<file path="src/rtl/seg_scan_driver.sv">
// Four-digit common-anode seven-segment scanner with frame-boundary snapshot
// and a blank interval at the start of every digit slot.
module seg_scan_driver #(
  parameter int TICK_DIV = 50000,
  parameter int BLANK    = 16
) (
  input  logic       clk,
  input  logic       reset,
  input  logic       enable,
  input  logic [6:0] seg_a,
  input  logic [6:0] seg_b,
  input  logic [6:0] seg_c,
  input  logic [6:0] seg_d,
  output logic [6:0] seg_out,
  output logic [3:0] an,
  output logic [1:0] digit_sel,
  output logic       frame_start
);

  localparam int CW = (TICK_DIV > 1) ? $clog2(TICK_DIV) : 1;
  typedef logic [CW-1:0] cnt_t;
  localparam cnt_t CNT_MAX   = cnt_t'(TICK_DIV - 1);
  localparam cnt_t CNT_BLANK = cnt_t'(BLANK);

  logic       en_q;
  cnt_t       cnt, cnt_n;
  logic [1:0] idx, idx_n;
  logic [6:0] sh   [4];
  logic [6:0] sh_n [4];
  logic       slot_end, snap;

  logic [6:0] seg_n;
  logic [3:0] an_n;
  logic [1:0] sel_n;
  logic       fs_n;

  // Next-state: counters run only while en_q is set; the shadow copy is
  // refreshed while idle or on the very last cycle of a frame.
  always_comb begin
    // NOTE: every signal gets a default before any branch so no latch is inferred.
    cnt_n    = '0;
    idx_n    = '0;
    slot_end = (cnt == CNT_MAX);
    snap     = !en_q || (slot_end && (idx == 2'd3));
    if (en_q) begin
      cnt_n = slot_end ? '0 : cnt + 1'b1;
      idx_n = slot_end ? idx + 1'b1 : idx;
    end
    sh_n[0] = snap ? seg_a : sh[0];
    sh_n[1] = snap ? seg_b : sh[1];
    sh_n[2] = snap ? seg_c : sh[2];
    sh_n[3] = snap ? seg_d : sh[3];
  end

  // Outputs are decoded from next-state values so they can be registered
  // without adding a cycle of lag.
  always_comb begin
    seg_n = 7'h7F;
    an_n  = 4'hF;
    sel_n = 2'd0;
    fs_n  = 1'b0;
    if (enable) begin
      sel_n = idx_n;
      fs_n  = (idx_n == 2'd0) && (cnt_n == '0);
      if (cnt_n >= CNT_BLANK) begin
        an_n  = ~(4'b0001 << idx_n);
        seg_n = sh_n[idx_n];
      end
    end
  end

  always_ff @(posedge clk or posedge reset) begin
    if (reset) begin
      en_q        <= 1'b0;
      cnt         <= '0;
      idx         <= 2'd0;
      // NOTE: the shadow array is reset too, so a dark pattern is held until the first snapshot.
      for (int i = 0; i < 4; i++) sh[i] <= 7'h7F;
      seg_out     <= 7'h7F;
      an          <= 4'hF;
      digit_sel   <= 2'd0;
      frame_start <= 1'b0;
    end else begin
      // NOTE: non-blocking assignments keep every register updating from pre-edge values.
      en_q        <= enable;
      cnt         <= cnt_n;
      idx         <= idx_n;
      for (int i = 0; i < 4; i++) sh[i] <= sh_n[i];
      seg_out     <= seg_n;
      an          <= an_n;
      digit_sel   <= sel_n;
      frame_start <= fs_n;
    end
  end

endmodule

</file>
<file path="config.mk">
export PLATFORM = sky130hd
export DESIGN_NAME = seg_scan_driver
export DESIGN_NICKNAME = d
export VERILOG_FILES = /design/src/rtl/seg_scan_driver.sv
export SDC_FILE = /design/constraint.sdc
export NUM_CORES = 1
export LEC_CHECK = 0
export CORE_AREA = 3 3 93 69
export CTS_CLUSTER_DIAMETER = 40
export DETAILED_ROUTE_END_ITERATION = 16
export DIE_AREA = 0 0 96 72
export MAX_ROUTING_LAYER = met4
export PLACE_DENSITY_LB_ADDON = 0.2
export SLEW_MARGIN = 20
export SYNTH_ARGS = -nofsm -noshare
export SYNTH_HDL_FRONTEND = slang
export SYNTH_SLANG_ARGS = --single-unit
</file>
<file path="constraint.sdc">
create_clock -name clk -period 3.85 [get_ports clk]
set_input_delay 0.9625 -clock clk [delete_from_list [all_inputs] [get_ports clk]]
set_output_delay 0.9625 -clock clk [all_outputs]
set_load 0.05 [all_outputs]
</file>
# After elaboration in Yosys (flattened, before gate mapping)
# Cells that the tools add are included.
# totals
ff_bits	61
elab_cells	43
# op_classes
n_addsub	2
n_lt_le_gt_ge	2
n_eq_ne	2
n_shift	1
n_mux	17
bitwise_logic	2
reduce_logical	6
# op_table
operator	n
2-to-1 mux 7 bit	8
2-to-1 mux 16 bit	2
adder 16 x 1 -> 16 bit (second input constant)	1
equality test 16 bit (second input constant)	1
greater-or-equal comparator 16 x 5 -> 1 bit (second input constant)	1
logical NOT 16 bit	1
binary-select mux 7 bit (select 2 bit)	1
2-to-1 mux 4 bit	2
2-to-1 mux 2 bit	3
inverter 4 bit	1
left shift 1 x 2 -> 4 bit (first input constant)	1
greater-or-equal comparator 3 bit (second input constant)	1
inverter 2 -> 3 bit	1
adder 2 x 1 -> 2 bit (second input constant)	1
equality test 2 bit (second input constant)	1
logical AND 1 bit	2
logical NOT 2 bit	1
logical NOT 1 bit	1
logical OR 1 bit	1
2-to-1 mux 1 bit	1

# Depth between registers and ports, before layout
# depth
depth_word	9
depth_mapped	10

# Worst setup path after synthesis
# No wires, ideal clock.
# synth_timing
path_kind	register to register
start	register cnt[5]
end	register seg_out[3]
t_arrival_ns	2.621
required_time_ns	3.768
path_slack_ns	1.147
stages_incl_launch_ff	10
synth_period_minus_slack_ns	2.703
path_cell_list	dfrtp_1 buf_6 or4_4 or4_4 buf_6 o21ai_4 buf_8 mux2_2 o22ai_1 o21ai_1
# synth_rtl
item	line	rtl
from (decl)	26	cnt_t cnt, cnt_n;
from (signal assigned)	86	cnt <= cnt_n;
to (signal assigned)	89	seg_out <= seg_n;
to (decl)	14	output logic [6:0] seg_out,

==> results.py <==
metrics = {
    "yosys": {
        "synth_fa_ha_area_share_pct": 0.838,
        "synthMuxAreaShare_pct": 12.5,
        "netlist_area_um2": 2990,
        "ys_seq_area_share_pct": 52.8,
        "synth_top_family_by_area": "simple AND/OR/NAND/NOR gates",
        "ys.flop_type": "dfstp_2",
        "synthSimpleGateAreaFrac_pct": 14.6,
        "netlist_instances": 245,
        "synth_xor_area_share_pct": 5.28,
        "synth_compound_area_share_pct": 7.42,
        "syn_avg_cell_area_um2": 12.2,
        "syn_nets": 278,
        "async_flop_share_pct": 100,
        "ys_warn_count": 0,
        "synthDistinctLibCells": 47,
        "synth-edff-count": 0,
        "synth-seq-cells": 61,
    },
    "clocking": {
        "cts-resized-gates": 0,
        "clkSinkCount": 61,
        "cts_max_level": 3,
        "clockBufferDepth": 2,
        "cts_tree": "built",
        "postCtsSetupRepairBufs": 0,
        "cts-root-buf": "clkbuf_8",
        "clock_latency_ns": 0.32,
        "hold_buffers": 0,
        "cts_buffers": 9,
        "path_clk_slew_ns": 0.07,
    },
    "worst_setup_path": {
        "end_kind": "register",
        "worstPathRequired_ns": 4.10,
        "path_class": "reg -> reg",
        "worstPathMaxFanout": 28,
        "critPathLaunchType": "register",
        "critPathArrivalTime_ns": 3.15,
        "r2r_cells": 7,
    },
    "power": {
        "power.leakage_nw": 1.46,
        "p_int_mw": 1.19,
        "switching_share_pct": 20.3,
        "vdd_ir_drop_max_uv": 321,
        "pwr-share-seq_pct": 47.4,
        "power.total_mw": 1.50,
        "pwr-share-comb_pct": 8.6,
        "p_per_area_nw_per_um2": 413,
        "clock_power_share_pct": 43.9,
        "netSwitchingPower_uw": 304,
    },
    "cells_and_area": {
        "nets": 320,
        "regArea_um2": 1580,
        "multi_input_area_um2": 1210,
        "syn_to_final_growth_pct": 21.3,
        "fill_cells": 450,
        "drive_gt1_share_pct": 32.5,
        "layout_commonest_cell": "clkdlybuf4s50_1",
        "num_antenna_cells": 0,
        "final_cell_mix": "clkdlybuf4s50_1 (44), dfstp_2 (39), dfrtp_1 (22)",
        "utilization_pct": 64.5,
    },
    "status": {
        "status": "completed",
    },
    "sta": {
        "fin_worst_skew_ns": 0.00821,
        "setup_viol_count_final": 0,
        "setup_slack_ns": 0.945,
        "fmax_ghz": 0.344,
        "finalCriticalPeriod_ns": 2.91,
        "fin_tns_setup_ns": 0,
        "worst_slew_pin_slew_ns": 0.892,
        "max_slew_margin_pct": 40.5,
        "min_period_over_period_pct": 75.5,
        "hold_viol": 0,
        "rsz0062_at_grt": "no",
        "report.final.slew_viol_count": 0,
    },
    "routing": {
        "drt-vias-per-instance": 5.46,
        "wl_per_cell_um": 16.4,
        "drt_iter0_drc": 108,
        "drc": 0,
        "via_count": 2002,
        "drtAntennaViolNets": 0,
        "first_pass_iters": 4,
        "totalWireLength_um": 6010,
    },
    "floorplanning": {
        "die_w_um": 96,
        "dieArea_um2": 6910,
        "initial_core_util_pct": 53.2,
        "placementRows": 23,
        "num_io_pins": 45,
        "dieHeight_um": 72,
        "core-area_um2": 5610,
    },
    "placement": {
        "pre_cts_ws_ns": 0.985,
        "hpwl_um": 4090,
        "io_buffers": 44,
        "place.gp.congestion": 0.859,
    },
    "min_path": {
        "hold_depth": 1,
        "hold_class": "reg -> reg",
    },
    "global_route": {
        "antenna_found_initial": 0,
        "grt_use_total_pct": 19.4,
        "grt_pass1_wl_um": 9870,
        "grt_pass1_vias": 1968,
        "grt.overflow.total": 0,
        "grt_max_degree": 43,
    },
    "run": {
        "max-cap-violations": 0,
    },
}
-- through the flow --
stage	instances	area [um2]	hold slack, ns
2_1_floorplan	245	2990	0.474
3_3_place_gp	351	3390	0.528
3_5_place_dp	351	3390	0.532
4_1_cts	367	3620	0.542
5_1_grt	367	3620	0.585
6_report	367	3620	0.545
-- critical path, stage by stage (launching register included) --
cell,delay [ns]
dfrtp_1,0.49
or4_4,0.59
or4_4,0.54
o21ai_4,0.13
buf_4,0.39
mux2_2,0.41
o22ai_1,0.18
o21ai_1,0.08
-- per-layer routing --
metal	up-vias	part of all wire (%)	track usage (%)
met3	4	5.5	5.60
li1	962	-	-
met5	-	0	-
met1	981	48	26.8
met2	55	46	27.6
met4	0	0.73	5.84
-- cells in the mapped netlist, drive strengths merged, types with 2 or more instances --
library cell / instances / area share, %
buf: 8 / 2.6
nand2: 14 / 1.8
xnor2: 12 / 3.5
nand3: 10 / 1.7
dfstp: 39 / 34
ha: 2 / 0.84
nand4b: 2 / 0.59
nor2: 16 / 2.0
nor4: 3 / 0.63
clkbuf: 8 / 3.0
nand2b: 2 / 0.42
or4: 2 / 0.75
and4: 4 / 1.2
and3: 8 / 1.8
nand4: 8 / 1.7
inv: 6 / 0.75
o21ai: 9 / 1.9
a31oi: 3 / 0.63
mux2: 29 / 12
xor2: 6 / 1.8
a21oi: 3 / 0.50
and2: 2 / 0.42
o22ai: 14 / 2.9
dfrtp: 22 / 18
-- layout make-up --
type	count	area share (%)
multi-input cells	161	33.5
repair buffers	47	13.1
clock buffers	13	4.70
clock inverters	3	1.80
well taps	75	2.59
inverters	7	0.760
flip-flops and latches	61	43.5
-- power groups by stage --
| stage | Clock (mW) | Sequential [mW] | Combinational (mW) |
|---|---|---|---|
| 3_3_place_gp | 0 | 0.718 | 0.127 |
| 2_1_floorplan | 0 | 0.717 | 0.0833 |
| 3_5_place_dp | 0 | 0.720 | 0.129 |
| 6_report | 0.657 | 0.710 | 0.129 |
| 5_1_grt | 0.705 | 0.713 | 0.140 |
| 4_1_cts | 0.672 | 0.710 | 0.130 |
-- cell families after synthesis --
family / count (synthesis)
compound gates: 34
xor+xnor: 18
fa+ha+maj: 2
buf+inv: 23
flops: 61
mux: 30
simple gates: 77
-- flip-flops by register name (all words and copies together), names as in the netlist --
register / count
sh: 28
digit_sel: 2
an: 4
cnt: 16
frame_start: 1
seg_out: 7
idx: 2
en_q: 1
-- worst paths after layout --
| path | startpoint | endpoint | slack, ns |
|---|---|---|---|
| hold / removal | cnt[0]$_DFF_PP0_ | cnt[0]$_DFF_PP0_ | 0.55 |
| min in group asynchronous | reset | digit_sel[1]$_DFF_PP0_ | 1.16 |
| setup reg to reg | cnt[5]$_DFF_PP0_ | seg_out[5]$_DFF_PP1_ | 0.94 |
| max in group asynchronous | reset | sh[27]$_DFF_PP1_ | 2.00 |
| hold reg to reg | cnt[0]$_DFF_PP0_ | cnt[0]$_DFF_PP0_ | 0.55 |
| setup / recovery | cnt[5]$_DFF_PP0_ | seg_out[5]$_DFF_PP1_ | 0.94 |
Note: power is estimated with default switching activity, not from simulation.
==> patch 1: new RTL, same flow settings <==
Set the parameter `TICK_DIV` to 25000 (it was 50000).
--- a/src/rtl/seg_scan_driver.sv
+++ b/src/rtl/seg_scan_driver.sv
@@ -1,7 +1,7 @@
 // Four-digit common-anode seven-segment scanner with frame-boundary snapshot
 // and a blank interval at the start of every digit slot.
 module seg_scan_driver #(
-  parameter int TICK_DIV = 50000,
+  parameter int TICK_DIV = 25000,
   parameter int BLANK    = 16
 ) (
   input  logic       clk,
Behaviour: same outputs for any inputs over 10 cycles, from zero or initial values and one cycle with reset high; that may be too few to reach the edited logic, so the function may still have changed.
==> patch 1 against the original RTL <==
Synthesized area is 9.4% higher; cell area is 8.3% higher; critical path depth stayed put; combinational power is 8% higher; sequential cell count is 1 lower; power is 5.7% lower; routed wire length is 15% higher; count of clock-buffer cells in the layout is 1 lower; worst setup slack worse by 0.096 ns; largest power group unchanged.
==> patch 1: results <==
set metrics [dict create \
    synth_commonest_cells "39 x dfstp_2, 21 x dfrtp_1, 21 x nor2_1, 18 x nand3_1, 15 x mux2_1" \
    worstMarginPinSlew_ns 0.957 \
    ir_drop_mv 0.310 \
    ys_types 52 \
    post_cts_resized 0 \
    p_leak_uw 0.00153 \
    arrival_ns 3.21 \
    max_stage_delay_ns 0.74 \
    worst_clock_skew_ns 0.00971 \
    drive_above_1_share 0.243 \
    ys_seq_area_frac 0.475 \
    grt_use_total 0.230 \
    path_clk_slew_ns 0.07 \
    synth_top_flop_cell "dfstp_2" \
    cp-startpoint "cnt[0]" \
    grt_max_degree 47 \
    async_flop_share 1.00 \
    run_status "complete, no violations" \
    cts_root_buf "clkbuf_8" \
    vias_per_cell 5.68 \
    dp_hpwl_mm 4.84 \
    antenna_found_initial 0 \
    wl_per_cell_um 16.8 \
    power_density_nw_per_um2 360 \
    largestRegisters "sh: 28 flops, cnt: 15 flops, seg_out: 7 flops" \
    firstDrtPassIters 4 \
    hp-class "flop to flop" \
    worst_path_max_delay_cell "a21oi_1" \
    syn_nets 326 \
    grt_pass1_vias 2241 \
    initialDrtViolationCount 157 \
    grt_first_pass_wirelength_mm 11.7 \
    min_from "cnt[0]" \
    portBuffers 44 \
    nets 365 \
    cts_setup_buffers 0 \
    cpLargestDelayFamily "compound AO/OA/AOI/OAI gates" \
    gp_congestion 0.850 \
    htreeDepth 3 \
    antenna_cells 0 \
    synthTopCellsByArea "dfstp_2 31%, dfrtp_1 16%, mux2_1 5.2%, mux2i_1 3.4%, nand3_1 2.8%" \
    clockBufferDepth 2 \
    critPathMaxFanout 11 \
    clock_latency_ns 0.34 \
]
-- patch 1: changes by cell type after synthesis, moves of 7 or more --
cell	unedited run	this run
mux2_1	1	15
o22ai_1	14	1
nor2b_1	1	13
mux2_2	18	8
mux2_4	10	0
mux2i_1	1	11
buf_2	0	9
nand3_1	10	18
o2111ai_1	0	7
-- patch 1: layer usage --
metal	GRT usage	up-vias	wire length (um)
met5	-	-	0
met4	0.0568	0	75
met3	0.0622	10	542
met2	0.296	85	2870
met1	0.357	1115	3430
li1	-	1131	-
-- patch 1: final timing paths --
path / end / slack [ns] / cells past startpoint
setup / recovery: seg_out[5] / 0.85 / 7
hold / removal: cnt[0] / 0.52 / 1
setup reg to reg: seg_out[5] / 0.85 / 7
hold reg to reg: cnt[0] / 0.52 / 1
max in group asynchronous: sh[20] / 1.86 / 3
min in group asynchronous: cnt[14] / 1.15 / 2
-- patch 1: per-stage QoR --
step	setup WS (ns)	power, uW	instances	hold slack, ns	area (sq um)
6_report	0.849	1410	412	0.522	3920
3_5_place_dp	0.899	858	396	0.515	3710
3_3_place_gp	0.944	853	396	0.499	3710
4_1_cts	0.877	1420	412	0.525	3920
5_1_grt	0.472	1480	412	0.575	3920
2_1_floorplan	1.47	799	293	0.461	3270
-- patch 1: logic make-up after synthesis --
family          synth area share
buf+inv                   0.0506
fa+ha+maj                0.00766
compound gates             0.119
simple gates               0.190
flops                      0.475
xor+xnor                  0.0456
mux                        0.113
-- patch 1: worst register-to-register path: cells and delay by family, from the launching register on --
| family | cells | cell delay [ns] |
|---|---|---|
| AO/OA/AOI/OAI | 3 | 1.32 |
| adder cells (fa/ha/maj) | 1 | 0.33 |
| flip-flops | 1 | 0.41 |
| AND/OR/NAND/NOR | 3 | 0.82 |
-- patch 1: area by class of cell --
| type | count | area (sq um) |
|---|---|---|
| repair buffers | 48 | 470 |
| fillers | 416 | 1690 |
| clock inverters | 4 | 28.8 |
| clock buffers | 12 | 176 |
| inverters | 11 | 41.3 |
| multi-input cells | 202 | 1560 |
| well taps | 75 | 93.8 |
| flip-flops and latches | 60 | 1550 |
-- patch 1: where the power goes --
| group | switching [uW] | leakage [uW] | internal [uW] | total [uW] |
|---|---|---|---|---|
| Clock | 253 | 0.000108 | 309 | 562 |
| Sequential | 22.6 | 0.000698 | 687 | 709 |
| Combinational | 66.0 | 0.000725 | 73.0 | 139 |
==> patch 2: new RTL, same flow settings <==
Without the edit above. Make the reset (`reset`) synchronous in one clocked block.
--- a/src/rtl/seg_scan_driver.sv
+++ b/src/rtl/seg_scan_driver.sv
@@ -69,7 +69,7 @@
     end
   end
 
-  always_ff @(posedge clk or posedge reset) begin
+  always_ff @(posedge clk) begin
     if (reset) begin
       en_q        <= 1'b0;
       cnt         <= '0;
Formal check against the unedited RTL: differs if reset is asserted again (counterexample within 4 cycles, from zero or initial values and one cycle with reset high); with reset held inactive, the same outputs for 10 cycles.
==> patch 2 against the original RTL <==
Synthesized area rose by 3.1%; clock power rose by 11%; sequential cell count did not move; die area did not move; fmax rose by 6.5%; global-route usage rose by 4.4 points; worst setup slack improved by 0.18 ns; cell area rose by 4.0%; combinational power fell by 12%; power rose by 0.88%; routed wire length rose by 27%; sequential power fell by 5.9%; non-clock buffer count rose by 1.
==> patch 2: results <==
set metrics [dict create \
    reg2reg_from "cnt[1]" \
    buf_share 0.125 \
    firstDrtPassIters 6 \
    inverters_excl_clock 7 \
    fill_cells 448 \
    clock_area_frac 0.0687 \
    path_clk_slew_ns 0.06 \
    run_status "complete, no violations" \
    n_all_buffers 48 \
    synth_warnings 0 \
    min_from "sh[3][1]" \
    arrival_ns 2.99 \
    multi_input_area_share 0.450 \
    n_sequential_cell 61 \
    nets 424 \
    vias 2788 \
    async_flop_share 0 \
    worst_path_max_delay_cell "o21ai_2" \
    max_cap_violations 0 \
    syn_nets 389 \
    hp-class "flop to flop" \
    hold_depth 2 \
    critPathMaxFanout 23 \
    hold_end "sh[3][1]" \
    grt_pass1_vias 2480 \
    synthTopCellsByArea "dfxtp_1 40%, nor2_1 6.0%, nand2_1 5.2%, nand3b_1 3.4%, xnor2_1 2.8%" \
    ff_latch_area_sq_um 1220 \
    p_leak_uw 0.00138 \
    r2r_slack_ns 1.12 \
    r2r-end "seg_out[5]" \
    gp_congestion 0.915 \
    grt_use_total 0.238 \
    grt_max_degree 33 \
    antenna_cells 0 \
    multi_input_cells 264 \
    ys_types 59 \
    htreeDepth 3 \
    largestRegisters "sh: 28 flops, cnt: 16 flops, seg_out: 7 flops" \
    ys_seq_area_frac 0.397 \
    initialDrtViolationCount 269 \
    synth_top_flop_cell "dfxtp_1" \
    wl_mm 7.65 \
    worstMarginPinSlew_ns 0.936 \
    dp_hpwl_mm 5.31 \
    drive_above_1_share 0.106 \
    synth_commonest_cells "61 x dfxtp_1, 49 x nor2_1, 43 x nand2_1, 15 x nand3_1, 14 x nand3b_1" \
    worst_clock_skew_ns 0.00823 \
    grt_first_pass_wirelength_mm 12.3 \
    maxSlewViolCount 0 \
    ir_drop_mv 0.287 \
    whs_ns 0.485 \
    clock_latency_ns 0.34 \
    cpLargestDelayFamily "compound AO/OA/AOI/OAI gates" \
    max_stage_delay_ns 0.79 \
]
-- patch 2: changes by cell type in the layout (fill, tap and decap cells not counted), moves of 9 or more --
cell and change:
dfxtp_1 +61, dfstp_2 -39, dfrtp_1 -22, nand3b_1 +14
nand2_1 +29, mux2_4 -9, o22ai_1 -10, mux2_2 -14
o21bai_1 +10, nor2_1 +33
-- patch 2: cell families (layout without fill, tap and decap cells) --
logic type	after synthesis	after routing	share of synthesized area
simple gates	167	167	0.276
xor+xnor	16	16	0.0480
flops	61	61	0.397
mux	13	13	0.0468
fa+ha+maj	2	2	0.00813
compound gates	66	66	0.171
buf+inv	31	71	0.0529
-- patch 2: how the worst max path moves through the flow --
stage	end	startpoint	slack, ns	depth (start not counted)
6_report	seg_out[5]	cnt[1]	1.12	7
5_1_grt	seg_out[5]	cnt[1]	0.96	7
3_5_place_dp	seg_out[5]	cnt[1]	1.20	7
3_3_place_gp	seg_out[4]	reset	1.30	6
4_1_cts	seg_out[5]	cnt[1]	1.16	7
2_1_floorplan	seg_out[3]	cnt[1]	1.67	9
-- patch 2: layer usage --
metal	share of wire	track usage	wire, um
met5	0	-	0
met4	0.016	0.0868	119
met3	0.11	0.0798	846
met2	0.39	0.295	3020
met1	0.48	0.351	3660
-- patch 2: stage by stage --
stage	worst slack [ns]	power [uW]	utilization	cell area (sq um)	std cells
finish	1.12	1510	0.671	3770	471
global route	0.961	1570	0.671	3770	471
CTS	1.16	1520	0.671	3770	471
detailed placement	1.20	794	0.625	3510	455
floorplan	1.67	740	-	3080	356
global placement	1.30	791	0.625	3510	455
-- patch 2: power breakdown --
| group | internal (uW) | switching, uW |
|---|---|---|
| registers | 653 | 15.3 |
| logic | 59.5 | 54.9 |
| clock network | 484 | 243 |
